==> config.mk <==
export PLATFORM = sky130hd
export DESIGN_NAME = fp_divider_single
export DESIGN_NICKNAME = d
export VERILOG_FILES = /design/src/rtl/fp_pkg.sv /design/src/rtl/fp_div_normround.sv /design/src/rtl/fp_divider_single.sv
export SDC_FILE = /design/constraint.sdc
export NUM_CORES = 1
export LEC_CHECK = 0
export ABC_AREA = 1
export CAP_MARGIN = 20
export CORE_MARGIN = 3
export CORE_UTILIZATION = 57
export CTS_CLUSTER_DIAMETER = 80
export DETAILED_ROUTE_END_ITERATION = 8
export PLACE_DENSITY = 0.92
export SYNTH_ARGS = -nofsm -noshare
export SYNTH_HDL_FRONTEND = slang
export SYNTH_SLANG_ARGS = --single-unit
==> constraint.sdc <==
create_clock -name clk -period 3.5 [get_ports clk]
set_input_delay 0.875 -clock clk [delete_from_list [all_inputs] [get_ports clk]]
set_output_delay 0.875 -clock clk [all_outputs]
set_load 0.01 [all_outputs]
==> src/rtl/fp_pkg.sv <==
// Shared constants, state/class enums and operand classifier for the
// single-precision divider.
package fp_pkg;

   localparam int          FP_BIAS    = 127;
   localparam int          FP_EXP_MAX = 255;
   localparam logic [31:0] FP_QNAN    = 32'h7FC00000;
   localparam int          FP_EXP_W   = 8;
   localparam int          FP_MAN_W   = 23;
   localparam int          DIV_ITERS  = 26;

   typedef enum logic [1:0] {IDLE, DIV, NORM} state_e;

   typedef enum logic [1:0] {ZERO, NORMAL, INF, NAN} cls_e;

   // Denormals fall into ZERO because the exponent field alone decides it.
   function automatic cls_e classify(input logic [31:0] x);
      logic [FP_EXP_W-1:0] ex;
      logic [FP_MAN_W-1:0] man;
      ex  = x[30:23];
      man = x[22:0];
      if (ex == '0) begin
         return ZERO;
      end else if (ex == FP_EXP_W'(FP_EXP_MAX)) begin
         return (man == '0) ? INF : NAN;
      end else begin
         return NORMAL;
      end
   endfunction

endpackage

==> src/rtl/fp_div_normround.sv <==
// Normalises the restoring-divider quotient, rounds (only when FP_DIV_ROUND_EN
// is defined, otherwise truncates) and packs the single-precision result.
module fp_div_normround
   import fp_pkg::*;
(
   input  logic [25:0]       q,
   input  logic [24:0]       rem,
   input  logic signed [9:0] e,
   input  logic              sign,
   output logic [31:0]       res
);

   logic [FP_MAN_W-1:0] mant;
   logic                guard;
   logic                sticky;
   logic signed [9:0]   e_n;

`ifdef FP_DIV_ROUND_EN
   logic [FP_MAN_W:0]   mant_inc;
`else
   logic                unused_round_bits;
`endif

   always_comb begin
      // q lies in [2^24, 2^26), so only the top bit decides the shift.
      if (q[25]) begin
         mant   = q[24:2];
         guard  = q[1];
         sticky = q[0] | (|rem);
         e_n    = e;
      end else begin
         mant   = q[23:1];
         guard  = q[0];
         sticky = |rem;
         e_n    = e - 10'sd1;
      end

`ifdef FP_DIV_ROUND_EN
      mant_inc = {1'b0, mant} + 24'd1;
      if (guard & (sticky | mant[0])) begin
         mant = mant_inc[FP_MAN_W-1:0];
         if (mant_inc[FP_MAN_W]) begin
            e_n = e_n + 10'sd1;
         end
      end
`endif

      if (e_n >= $signed(10'(FP_EXP_MAX))) begin
         res = {sign, {FP_EXP_W{1'b1}}, {FP_MAN_W{1'b0}}};
      end else if (e_n <= 10'sd0) begin
         res = {sign, 31'd0};
      end else begin
         res = {sign, e_n[FP_EXP_W-1:0], mant};
      end
   end

`ifndef FP_DIV_ROUND_EN
   assign unused_round_bits = guard ^ sticky;
`endif

endmodule

==> src/rtl/fp_divider_single.sv <==
// Sequential IEEE-754 single-precision divider, radix-2 restoring, 28-cycle
// latency. Define FP_DIV_ROUND_EN for round-to-nearest-even, else truncation.
module fp_divider_single
   import fp_pkg::*;
(
   input  logic        clk,
   input  logic        rst_n,
   input  logic        start,
   input  logic [31:0] a,
   input  logic [31:0] b,
   output logic        busy,
   output logic        done,
   output logic [31:0] out
);

   state_e      state_q, state_d;
   logic [4:0]  cnt_q, cnt_d;
   logic [31:0] a_q, a_d;
   logic [31:0] b_q, b_d;
   logic [24:0] r_q, r_d;
   logic [25:0] quo_q, quo_d;
   logic        busy_q, busy_d;
   logic        done_q, done_d;
   logic [31:0] out_q, out_d;

   logic [23:0]       mb;
   logic [25:0]       trial;
   logic signed [9:0] exp_diff;
   logic              sign;
   cls_e              cls_a, cls_b;
   logic [31:0]       norm_res;
   logic [31:0]       result;

   assign mb       = {1'b1, b_q[22:0]};
   assign trial    = {1'b0, r_q} - {2'b00, mb};
   assign exp_diff = $signed({2'b00, a_q[30:23]}) - $signed({2'b00, b_q[30:23]})
                     + $signed(10'(FP_BIAS));
   assign sign     = a_q[31] ^ b_q[31];
   assign cls_a    = classify(a_q);
   assign cls_b    = classify(b_q);

   fp_div_normround u_normround (
      .q    (quo_q),
      .rem  (r_q),
      .e    (exp_diff),
      .sign (sign),
      .res  (norm_res)
   );

   // Specials override the datapath, which still runs so latency is constant.
   always_comb begin
      result = norm_res;
      if (cls_a == NAN || cls_b == NAN ||
          (cls_a == ZERO && cls_b == ZERO) ||
          (cls_a == INF && cls_b == INF)) begin
         result = FP_QNAN;
      end else if (cls_b == ZERO || cls_a == INF) begin
         result = {sign, {FP_EXP_W{1'b1}}, {FP_MAN_W{1'b0}}};
      end else if (cls_a == ZERO || cls_b == INF) begin
         result = {sign, 31'd0};
      end
   end

   always_comb begin
      state_d = state_q;
      cnt_d   = cnt_q;
      a_d     = a_q;
      b_d     = b_q;
      r_d     = r_q;
      quo_d   = quo_q;
      busy_d  = busy_q;
      done_d  = 1'b0;
      out_d   = out_q;
      case (state_q)
         IDLE: begin
            if (start) begin
               a_d     = a;
               b_d     = b;
               cnt_d   = '0;
               busy_d  = 1'b1;
               state_d = DIV;
            end
         end
         DIV: begin
            // Count 0 loads the dividend mantissa; counts 1..26 are the iterations.
            if (cnt_q == '0) begin
               r_d   = {1'b0, 1'b1, a_q[22:0]};
               quo_d = '0;
            end else if (!trial[25]) begin
               r_d   = trial[24:0] << 1;
               quo_d = {quo_q[24:0], 1'b1};
            end else begin
               r_d   = r_q << 1;
               quo_d = {quo_q[24:0], 1'b0};
            end
            cnt_d = cnt_q + 5'd1;
            if (cnt_q == 5'(DIV_ITERS)) begin
               state_d = NORM;
            end
         end
         NORM: begin
            out_d   = result;
            done_d  = 1'b1;
            busy_d  = 1'b0;
            state_d = IDLE;
         end
         default: begin
            state_d = IDLE;
            busy_d  = 1'b0;
         end
      endcase
   end

   always_ff @(posedge clk or negedge rst_n) begin
      if (!rst_n) begin
         state_q <= IDLE;
         cnt_q   <= '0;
         a_q     <= '0;
         b_q     <= '0;
         r_q     <= '0;
         quo_q   <= '0;
         busy_q  <= 1'b0;
         done_q  <= 1'b0;
         out_q   <= '0;
      end else begin
         state_q <= state_d;
         cnt_q   <= cnt_d;
         a_q     <= a_d;
         b_q     <= b_d;
         r_q     <= r_d;
         quo_q   <= quo_d;
         busy_q  <= busy_d;
         done_q  <= done_d;
         out_q   <= out_d;
      end
   end

   assign busy = busy_q;
   assign done = done_q;
   assign out  = out_q;

endmodule
* Word level (Yosys, flattened, before mapping) *
Index checks and enable logic that the tools add are counted.
Widths: inputs -> output; s select.

word-level totals
  bits in registers = 156
  input bits = 67
  output and inout port bits = 34
  word-level logic and storage cells = 74

cells by class
  add/sub/neg operators = 5
  order comparisons = 2
  equal/unequal tests = 11
  multiplexer cells = 25
  bitwise operators = 2
  reductions and logical operators = 20

operators by type and width
  operator               number
  $mux 31                4
  $mux 25                2
  $logic_not 23->1       2
  $mux 32                1
  $mux 26                1
  $sub 25x24->26         1
  $mux 23                1
  $eq 8x8->1 const B     2
  $logic_not 8->1        2
  $mux 2                 6
  $add 9x8->10 const B   1
  $eq 2x2->1 const B     5
  $ge 10x9->1 const B    1
  $le 10x1->1 const B    1
  $mux 10                1
  $pmux 5 s2             1
  $sub 10x2->10 const B  1
  $sub 8x8->9            1
  $reduce_and 2->1       4
  $logic_not 2->1        3
  $add 5x1->5 const B    1
  $eq 5x5->1 const B     1
  $logic_not 5->1        1
  $logic_or 1x1->1       5
  10 further kinds       16

* Depth between registers and ports, before layout *
  word-level depth = 10
  gate-level depth with buffers = 25
  depth with buffers taken out = 25

* Modules after synthesis *
A second synthesis with hierarchy kept.

unflattened totals
  cell total of the unflattened synthesis = 1,444
  area total of the unflattened synthesis = 10,199.8 sq um

modules (own cells, without submodules)
  module             times used  cells each  area an instance (sq um)  sequential area each (sq um)
  fp_divider_single  1           1,200       9,171.3                   3,903.7
  fp_div_normround   1           244         1,028.5                   0.0

* Worst setup path after synthesis *
Ideal clock, no wire load.

  path type = register to register
  start = register a_q[23]
  end = register out_q[0] (netlist: out[0])
  library setup time = 123 ps
  data arrival time = 2,790 ps
  required time = 3,377 ps
  path slack = 587 ps
  cell stages (with the launch flop) = 23
  buffers on the path = 1
  period minus slack after synthesis = 2,913 ps
  cell sequence = dfrtp_1 > inv_1 > ha_1 > inv_1 > fa_1 > inv_1 > ha_1 > nand2_1 > nor2_2 > nand3_1 > inv_1 > nand2_1 > nor2_2 > nand2_1 > nand2_1 > nand2_1 > nor2_1 > nand2_2 > nand2_2 > inv_2 > nand3_2 > buf_6 > o21ai_2

on the way
  cells in the longest elaborated chain, start to end = 10
  elaborated cells on any way between the ends = 25
  classes of those cells = add/sub (3); order compare (2); eq/ne (3); mux (8); reduce/logical (9)

RTL lines
  what                      line                      source
  start: declaration        fp_divider_single.sv:18   logic [31:0] a_q, a_d;
  start signal: assignment  fp_divider_single.sv:118  a_q <= '0;
  start signal: assignment  fp_divider_single.sv:128  a_q <= a_d;
  $sub 8x8->9               fp_divider_single.sv:36   assign exp_diff = $signed({2'b00, a_q[30:23]}) - $signed({2'b00, b_q[30:23]})
  $add 9x8->10              fp_divider_single.sv:37   + $signed(10'(FP_BIAS));
  $sub 10x2->10             fp_div_normround.sv:35    e_n = e - 10'sd1;
  $mux 10                   fp_div_normround.sv:26    if (q[25]) begin
  $le 10x1->1               fp_div_normround.sv:50    end else if (e_n <= 10'sd0) begin
  $mux 31                   fp_div_normround.sv:50
  $mux 31                   fp_div_normround.sv:48    if (e_n >= $signed(10'(FP_EXP_MAX))) begin
  $mux 31                   fp_divider_single.sv:59   end else if (cls_a == ZERO || cls_b == INF) begin
  $mux 31                   fp_divider_single.sv:57   end else if (cls_b == ZERO || cls_a == INF) begin
  $mux 32 *                 fp_divider_single.sv:53   if (cls_a == NAN || cls_b == NAN ||
  end signal: assignment    fp_divider_single.sv:134  out_q <= out_d;
  end: declaration          fp_divider_single.sv:24   logic [31:0] out_q, out_d;

Every way passes the cells marked *; elsewhere a longest branch is shown, timed or not.
A chain may end at the register's enable or synchronous reset.

* Final worst setup path *
  start = register a_q[23]
  end = register out_q[3] (netlist: out[3])

Same word-level chain as after synthesis.

==> results.py <==
metrics = {
    "run_status": {
        "outcome": "completed",
    },
    "synth": {
        "synth_cell_types": 42,
        "syn_area_um2": 8930,
        "syn_nets": 1213,
        "yosys-top-cells-count": "nand2_1, dfrtp_1, inv_1, nor2_1, o21ai_0",
        "synth_top_area_share_pct": 43.7,
        "synth-edff-count": 0,
        "netlist_instances": 1108,
        "synth_async_sr_flop_share_pct": 100,
        "yosysSeqAreaShare_pct": 43.7,
        "ys_warn_count": 0,
        "synth.area.top_cells": "dfrtp_1, nand2_1, inv_1",
        "synth_top_cell_by_area": "dfrtp_1",
        "post-synth-top-count-cell": "nand2_1",
        "synthFlopType": "dfrtp_1",
        "syn-mean-instance-area_um2": 8.06,
        "synth_seq_cells": 156,
    },
    "detailed_routing": {
        "via_per_inst": 5.78,
        "vias": 8234,
        "wl_mm": 23.3,
        "drc": 0,
        "wl_per_cell_um": 16.3,
        "drtIter0Drc": 834,
        "dr.pass1.iters": 5,
        "ant_nets": 0,
    },
    "setup_path": {
        "critPathLaunch": "a_q[23]",
        "start_kind": "flip-flop",
        "ff2ff_path_depth": 21,
        "reg2reg_to": "out[3]",
        "worstPathArrival_ps": 3640,
        "reg2reg_setup_slack_ps": 220,
        "worst_setup_path_end_kind": "flip-flop",
        "critPathMaxStageDelay_ps": 500,
        "critical_path.endpoint": "out[3]",
        "critical_path_class": "reg2reg",
        "crit_chain": "inv_1, ha_1, inv_1, fa_1, inv_2, ha_1, nand2_1, nor2_4, nand3_2, inv_1, nand2_1, nor2_2, nand3_2, nand2_2, nor2_1, nand2_2, nand2_2, inv_2, nand3_4, clkbuf_16, o21ai_2",
        "critPathMaxFanout": 5,
        "cp.required_ps": 3860,
        "crit_path_top_delay_cell": "fa_1",
        "r2r-start": "a_q[23]",
    },
    "placed_design": {
        "placed_cell_area_um2": 10200,
        "dp_cells": 1390,
        "place_hpwl_mm": 15.5,
        "gp_congestion": 0.894,
        "placement.io_buffers": 100,
    },
    "global_route": {
        "grt_pass1_wl_mm": 38.0,
        "globalRouteOverflowTotal": 0,
        "antenna_found_initial": 0,
        "grt_pass1_vias": 8097,
        "grt_max_degree": 76,
        "grt_usage_pct": 26.7,
    },
    "sta": {
        "relSlewSlack_pct": 35.9,
        "max_freq_ghz": 0.305,
        "period_needed_ps": 3280,
        "clock_skew_ps": 9.79,
        "slew_viol_final": 0,
        "setup_viol": 0,
        "holdWs_ps": 458,
        "finalHoldViolCount": 0,
        "tightest_slew_ps": 960,
        "setup_tns_ps": 0,
        "period_share_pct": 93.7,
    },
    "floorplan": {
        "start_util_pct": 58.5,
        "die_area_um2": 17200,
        "core_area_um2": 15300,
        "die_y_um": 131,
        "rows": 45,
        "io_pins": 101,
        "die_w_um": 131,
    },
    "clock_network": {
        "cts_hold_buf": 0,
        "cts_tree": "yes",
        "cts.clk_slew.worst_paths_ps": 60,
        "clk_latency_ps": 440,
        "cts_sinks": 156,
        "cts_buffers": 17,
        "htreeDepth": 4,
        "clockBufferDepth": 2,
        "cts_root_buf": "clkbuf_16",
    },
    "finish": {
        "stdcell_count": 1425,
        "n_antenna_cell": 0,
        "final_nets": 1309,
        "drive_above_1_share_pct": 10.9,
        "fill_cells": 1057,
        "syn_to_final_growth_pct": 21.0,
        "final_core_util_pct": 70.8,
        "final_area_um2": 10800,
        "multiInputGateArea_um2": 4380,
        "regArea_um2": 3900,
    },
    "power_and_ir_drop": {
        "leakagePower_nw": 5.19,
        "peakVddDrop_uv": 599,
        "p_per_area_nw_per_um2": 1110,
    },
    "job": {
        "max_cap_viol_count": 0,
    },
    "min_path": {
        "hp-class": "in2async",
    },
}
[worst min-delay path by stage]
| stage | from | end | slack [ps] | cells past startpoint |
|---|---|---|---|---|
| 4_1_cts | rst_n | out[27] | 490 | 1 |
| 2_1_floorplan | quo_q[0] | quo_q[0] | 450 | 2 |
| 3_3_place_gp | busy | busy | 470 | 2 |
| 3_5_place_dp | out[10] | out[10] | 470 | 2 |
| 6_report | rst_n | out[25] | 460 | 1 |
| 5_1_grt | out[16] | out[16] | 510 | 2 |
[kinds of logic (layout without fill, tap and decap cells)]
kind of cell	after synthesis	after routing	share of synthesized area, %
compound gates	246	246	16.1
xor+xnor	17	17	1.67
fa+ha+maj	38	38	5.49
buf+inv	177	283	7.69
flops	156	156	43.7
mux	32	32	4.01
simple gates	442	442	21.3
[worst max-delay path: cells and delay by family, from the launching register on]
family | cells | cell delay, ps
AOI/OAI and AO/OA | 1 | 120
adders and majority gates | 3 | 970
buffers and inverters | 6 | 580
DFF | 1 | 370
and+or+nand+nor | 11 | 1150
[registers in the layout, summed over array words and instances (netlist names), 2 cells and up]
signal and count:
state_q 2, b_q 32, quo_q 26, a_q 32
cnt_q 5, out 32, r_q 25
[metrics by stage]
step	power (mW)	setup WS, ps
2_1_floorplan	8.31	587
3_3_place_gp	9.49	373
3_5_place_dp	9.83	224
4_1_cts	11.7	219
5_1_grt	13.1	-11.4
6_report	12.0	221
[layout by cell type (no fill, tap or decap), drive strengths merged, types with 3 or more instances in the layout]
cell type / count
o22ai: 35
xor2: 8
mux2: 30
buf: 16
clkbuf: 23
clkinv: 4
a31oi: 5
a21o: 8
o211ai: 7
ha: 36
xnor2: 9
nor2: 92
dfrtp: 156
nand2: 242
nand4: 11
clkdlybuf4s50: 99
nand3b: 3
inv: 138
or2: 6
nand3: 68
a21boi: 3
nor4: 13
a21oi: 81
nor3: 4
o21ai: 101
[what timing repair did]
| action | in CTS | in global routing |
|---|---|---|
| buffers inserted | 0 | 3 |
| hold endpoints to repair | 0 | 0 |
| endpoints found under the setup margin | 0 | 26 |
| resized for setup | 0 | 9 |
[layer usage]
metal / share of wire [%] / track usage (%)
met1: 40 / 32.3
met2: 50 / 46.6
met3: 6.5 / 5.51
met4: 3.7 / 10.7
met5: 0 / 0
[final cells by class]
cell class | count | share of cell area, %
clock inverter | 8 | 0.822
tap | 211 | 2.44
sequential | 156 | 36.1
inverter | 137 | 4.76
multi-input combinational | 775 | 40.5
clock buffer | 21 | 4.17
timing repair buffer | 117 | 11.2
[where the power goes]
part	leakage [nW]	internal, mW	switching (mW)	total [mW]
clock	0.256	0.993	0.758	1.75
combinational	3.00	2.63	4.58	7.21
sequential	1.93	2.54	0.498	3.04
No activity file was read; power rests on OpenSTA's default activity.
